File: src/rtl/arb16b2_pkg.sv
// Shared encodings for the two-requester arbiter and its select path.
// Owner/source codes double as the mux select value (A = 0, B = 1).
// State codes are plain 2-bit constants so netlists and old tooling can read them.
package arb16b2_pkg;

  // Requester / source identifiers; also the value driven on the mux select.
  localparam logic SRC_A = 1'b0;
  localparam logic SRC_B = 1'b1;

  // Arbiter FSM states.
  localparam logic [1:0] ST_IDLE  = 2'd0;
  localparam logic [1:0] ST_OWN_A = 2'd1;
  localparam logic [1:0] ST_OWN_B = 2'd2;

  // Default data width of the shared select path.
  localparam int DEF_WIDTH = 16;

endpackage

File: src/rtl/mux16b2.sv
// Purpose: 2:1 data select for the shared 16-bit path; y = s ? b : a.
// Latency: combinational. Backpressure: none (pure datapath).
// Ports: a, b - data inputs; s - select (0 = a, 1 = b); y - selected data.
module mux16b2 #(
  parameter int WIDTH = 16
) (
  input  logic [WIDTH-1:0] a,
  input  logic [WIDTH-1:0] b,
  input  logic             s,
  output logic [WIDTH-1:0] y
);

  assign y = s ? b : a;

endmodule

File: src/rtl/arb16b2.sv
// Purpose: round-robin arbiter/sequencer for two burst requesters sharing mux16b2,
//          feeding a one-entry registered output stage.
// Latency: one cycle to grant from IDLE; one cycle from accepted beat to r_valid.
// Backpressure: r_valid && !r_ready drops both readies and freezes FSM and burst count.
// Ports: clk/rst (async, active-high); a_*/b_* requester beats with valid/ready/last;
//        s - select to the mux (current owner); r_* - registered output beat and source.
module arb16b2
  import arb16b2_pkg::*;
#(
  parameter int WIDTH     = DEF_WIDTH,
  parameter int MAX_BURST = 4
) (
  input  logic             clk,
  input  logic             rst,
  input  logic [WIDTH-1:0] a_data,
  input  logic             a_valid,
  input  logic             a_last,
  output logic             a_ready,
  input  logic [WIDTH-1:0] b_data,
  input  logic             b_valid,
  input  logic             b_last,
  output logic             b_ready,
  output logic             s,
  output logic [WIDTH-1:0] r_data,
  output logic             r_src,
  output logic             r_valid,
  input  logic             r_ready
);

  // Beat counter holds up to 15, the largest legal burst limit.
  localparam logic [3:0] BURST_MAX = 4'(MAX_BURST);

  logic [1:0]       state_q, state_d;
  logic             rr_q, rr_d;
  logic [3:0]       cnt_q, cnt_d;
  logic             s_q, s_d;
  logic [WIDTH-1:0] r_data_q;
  logic             r_src_q;
  logic             r_valid_q;

  logic [WIDTH-1:0] mux_y;
  logic             out_free;
  logic             owner_b;
  logic             accept;
  logic             cur_last;
  logic             other_valid;
  logic             limit_hit;
  logic             release_own;

  // Data select: the select is the registered owner, so the mux path is glitch-free.
  mux16b2 #(.WIDTH(WIDTH)) u_mux (
    .a (a_data),
    .b (b_data),
    .s (s_q),
    .y (mux_y)
  );

  // Output stage can take a beat when empty or being drained this cycle.
  assign out_free = !r_valid_q || r_ready;
  assign a_ready  = (state_q == ST_OWN_A) && out_free;
  assign b_ready  = (state_q == ST_OWN_B) && out_free;
  assign accept   = (a_valid && a_ready) || (b_valid && b_ready);

  assign owner_b     = (state_q == ST_OWN_B);
  assign cur_last    = owner_b ? b_last : a_last;
  assign other_valid = owner_b ? a_valid : b_valid;

  // ">=" rather than "==" so an owner whose count has saturated (other side was
  // idle at the limit) still yields as soon as the other side shows up.
  assign limit_hit   = ({1'b0, cnt_q} + 5'd1) >= {1'b0, BURST_MAX};
  assign release_own = accept && (cur_last || (limit_hit && other_valid));

  always_comb begin
    state_d = state_q;
    rr_d    = rr_q;
    cnt_d   = cnt_q;
    s_d     = s_q;

    case (state_q)
      ST_IDLE: begin
        cnt_d = 4'd0;
        if (a_valid && (!b_valid || rr_q == SRC_A)) begin
          state_d = ST_OWN_A;
        end else if (b_valid) begin
          state_d = ST_OWN_B;
        end
      end
      ST_OWN_A, ST_OWN_B: begin
        if (release_own) begin
          rr_d    = owner_b ? SRC_A : SRC_B;
          cnt_d   = 4'd0;
          // Hand straight over to a waiting requester; no IDLE bubble.
          if (other_valid) begin
            state_d = owner_b ? ST_OWN_A : ST_OWN_B;
          end else begin
            state_d = ST_IDLE;
          end
        end else if (accept && cnt_q < BURST_MAX) begin
          cnt_d = cnt_q + 4'd1;
        end
      end
      default: begin
        state_d = ST_IDLE;
        cnt_d   = 4'd0;
      end
    endcase

    // Select follows the owner; IDLE keeps whatever side last owned the path.
    if (state_d == ST_OWN_A) begin
      s_d = SRC_A;
    end else if (state_d == ST_OWN_B) begin
      s_d = SRC_B;
    end
  end

  always_ff @(posedge clk or posedge rst) begin
    if (rst) begin
      state_q <= ST_IDLE;
      rr_q    <= SRC_A;
      cnt_q   <= 4'd0;
      s_q     <= SRC_A;
    end else begin
      state_q <= state_d;
      rr_q    <= rr_d;
      cnt_q   <= cnt_d;
      s_q     <= s_d;
    end
  end

  always_ff @(posedge clk or posedge rst) begin
    if (rst) begin
      r_data_q  <= '0;
      r_src_q   <= SRC_A;
      r_valid_q <= 1'b0;
    end else if (accept) begin
      r_data_q  <= mux_y;
      r_src_q   <= s_q;
      r_valid_q <= 1'b1;
    end else if (r_ready) begin
      r_valid_q <= 1'b0;
    end
  end

  assign s       = s_q;
  assign r_data  = r_data_q;
  assign r_src   = r_src_q;
  assign r_valid = r_valid_q;

endmodule

File: config.mk
export PLATFORM = sky130hd
export DESIGN_NAME = arb16b2
export DESIGN_NICKNAME = d
export VERILOG_FILES = /design/src/rtl/arb16b2_pkg.sv /design/src/rtl/mux16b2.sv /design/src/rtl/arb16b2.sv
export SDC_FILE = /design/constraint.sdc
export NUM_CORES = 1
export LEC_CHECK = 0
export ABC_AREA = 1
export CAP_MARGIN = 10
export CORE_ASPECT_RATIO = 1.75
export CORE_MARGIN = 1
export CORE_UTILIZATION = 47
export DETAILED_ROUTE_END_ITERATION = 12
export PLACE_DENSITY = 0.92
export SLEW_MARGIN = 20
export SYNTH_ARGS = -nofsm -noshare
export SYNTH_HDL_FRONTEND = slang
export SYNTH_SLANG_ARGS = --single-unit
File: constraint.sdc
create_clock -name clk -period 3.9 [get_ports clk]
set_input_delay 0.39 -clock clk [delete_from_list [all_inputs] [get_ports clk]]
set_output_delay 0.39 -clock clk [all_outputs]
set_load 0.05 [all_outputs]
==> qor.yml <==
timing:
  finalSetupViolCount: 0
  finalHoldWorstSlack_ns: 0.485
  worst_slew_margin_rel_pct: 39.4
  max_freq_mhz: 405
  worst_slew_pin_slew_ns: 0.903
  slew_violations: 0
  hold_viol: 0
  post-route-min-period_ns: 2.47
  skew_ns: 0.00161
  finalCritPeriodShare_pct: 63.2
  tns_ns: 0
  grt_setup_unrepaired: "no"
finish:
  layout.nets: 285
  antenna_cells: 0
  fill_cells: 249
  drive_above_1_share_pct: 16.0
  syn_to_final_growth_pct: 42.4
  final_cell_mix: "clkdlybuf4s50_1, nand2_1, inv_1, dfrtp_1, o21ai_0"
  multi_input_area_um2: 734
  final-seq-area_um2: 651
  final_common_cell: "clkdlybuf4s50_1"
synthesis:
  ys_ff_latch: 26
  synth_area_um2: 1550
  yosysWarnings: 0
  synth_fp_nets: 227
  synthDistinctLibCells: 28
  yosysSeqAreaShare_pct: 42.0
  syn_inst: 181
  synth_area_per_cell_um2: 8.56
routing:
  wl_um: 3040
  wire_per_inst_um: 10.8
  drt_iter0_drc: 32
  vias: 1324
  antenna_left: 0
  drc: 0
  drtPass1Iterations: 4
  viasPerCell: 4.71
clock_tree:
  clk_pin_slew_ns: 0.08
  post_cts_resized: 0
  post_cts_buffers: 0
  cts_root_buffer: "clkbuf_8"
  cts_buffer_depth: 2
  cts_buffers: 3
  htree_levels: 1
  ctsHoldBuffers: 0
  cts_sinks: 26
  cts_tree: "done"
  worstSkewPairLatency_ns: 0.26
die:
  die_h_um: 78.0
  initial_core_util_pct: 49.3
  rows: 27
  dieArea_um2: 3540
  die_w_um: 45.4
  coreArea_um2: 3140
  pin_count: 60
global_routing:
  grt_use_total_pct: 19.9
  grt-busiest-layer: "met2"
  met2_usage_pct: 38.3
  grt_pass1_vias: 1397
  grt_max_degree: 36
  met3_usage_pct: 1.63
  globalRouteOverflowTotal: 0
  met1_usage_pct: 19.0
  grt_first_pass_wirelength_um: 5420
  grt_antenna_before_repair: 0
worst_setup_path:
  reg2regPathDepth: 15
  reg2reg_slack_ns: 1.83
  r2r_end: "s$_DFFE_PP0P_"
  worstSetupEndpointType: "output pin"
  critPathLaunchType: "flip-flop"
  cp_max_fo: 4
  crit_required_ns: 3.51
  cp-startpoint: "state_q[0]$_DFF_PP0_"
  worstSetupPathType: "flip-flop to output pin"
  worstReg2RegStart: "state_q[0]$_DFF_PP0_"
  crit_end: "b_ready"
  cp.arrival_ns: 2.08
power:
  p_per_area_nw_per_um2: 809
  leakage_nw: 1.06
  finalPower_mw: 1.79
  irDropWorstVdd_mv: 0.446
place:
  hpwl_um: 2420
  gp_congestion: 0.826
  portBuffers: 59
min_path:
  min_path_type: "flip-flop to flip-flop"
run:
  drv_cap: 0
run_status:
  status: "completed"
[power breakdown]
part	total [mW]	internal [mW]	switching, mW
clock network	0.167	0.0900	0.0767
logic	1.16	0.397	0.763
registers	0.459	0.385	0.0741
total	1.79	0.872	0.914
[worst min path at each step]
stage / from / end / slack (ns) / cells after the start
2_1_floorplan: rst / cnt_q[0]$_DFFE_PP0P_ / 0.43 / 1
6_report: r_data[1]$_DFFE_PP0P_ / r_data[1]$_DFFE_PP0P_ / 0.49 / 2
5_1_grt: r_data[7]$_DFFE_PP0P_ / r_data[7]$_DFFE_PP0P_ / 0.51 / 2
3_5_place_dp: r_data[8]$_DFFE_PP0P_ / r_data[8]$_DFFE_PP0P_ / 0.47 / 2
3_3_place_gp: r_src$_DFFE_PP0P_ / r_src$_DFFE_PP0P_ / 0.46 / 2
4_1_cts: r_data[8]$_DFFE_PP0P_ / r_data[8]$_DFFE_PP0P_ / 0.49 / 2
[state kept, by name, indices dropped and copies added (netlist names)]
name     cells
r_data      16
cnt_q        4
state_q      2
r_src        1
r_valid      1
rr_q         1
s            1
[synth_stat cells]
master,count,area share [%]
buf_6,3,2.2
inv_1,27,6.5
o21ai_0,18,5.8
inv_4,1,0.40
nand2_1,46,11
mux2i_1,1,0.65
o21ai_1,1,0.32
a21oi_1,2,0.65
buf_2,1,0.32
a21oi_4,1,1.0
a21boi_2,1,0.73
nand2_2,5,2.0
nor2_1,1,0.24
inv_2,2,0.48
ha_1,7,5.6
nand2_4,2,1.5
nand2_8,1,1.3
o211ai_1,1,0.48
nand3b_1,1,0.48
nand4_1,5,2.0
o21ai_2,16,9.0
nand3_1,3,0.97
nand3_2,3,1.9
clkbuf_1,3,0.73
nor2_2,1,0.40
xor2_1,1,0.57
dfrtp_1,26,42
o31ai_1,1,0.48
[metal layers]
metal | vias to the layer above | wire length, um
li1 | 689 | -
met3 | 8 | 69
met2 | 37 | 1780
met1 | 590 | 1100
met5 | - | 0
met4 | 0 | 89
[metrics by stage]
| step | cell area (um2) | utilization (%) | setup WS [ns] | cells |
|---|---|---|---|---|
| finish | 2210 | 70.3 | 1.43 | 281 |
| detailed placement | 2150 | 68.5 | 1.54 | 277 |
| floorplan | 1550 | - | 1.56 | 181 |
| global placement | 2150 | 68.5 | 1.61 | 277 |
| CTS | 2210 | 70.3 | 1.42 | 281 |
| global route | 2210 | 70.3 | 1.32 | 281 |
[worst max-delay path, cell delays in order (launching register included)]
cell and delay [ns]:
dfrtp_1 0.42, inv_1 0.10, ha_1 0.26, inv_2 0.07, a21oi_4 0.14, clkdlybuf4s50_1 0.82
[cell families after synthesis]
| kind of cell | Yosys count | share of synthesized area [%] |
|---|---|---|
| and+or+nand+nor | 68 | 22.0 |
| AOI/OAI and AO/OA | 41 | 18.6 |
| buffers and inverters | 37 | 10.7 |
| DFF | 26 | 42.0 |
| adders and majority gates | 7 | 5.65 |
| xor gates and xnor gates | 1 | 0.565 |
| muxes | 1 | 0.646 |
[cell type report]
class                           instances  area share [%]
Sequential cell                        26            29.5
Timing Repair Buffer                   60            27.1
Multi-Input combinational cell        118            33.3
Inverter                               30            5.22
Clock buffer                            4            2.49
Tap cell                               43            2.44
No activity file was read; power rests on OpenSTA's default activity.
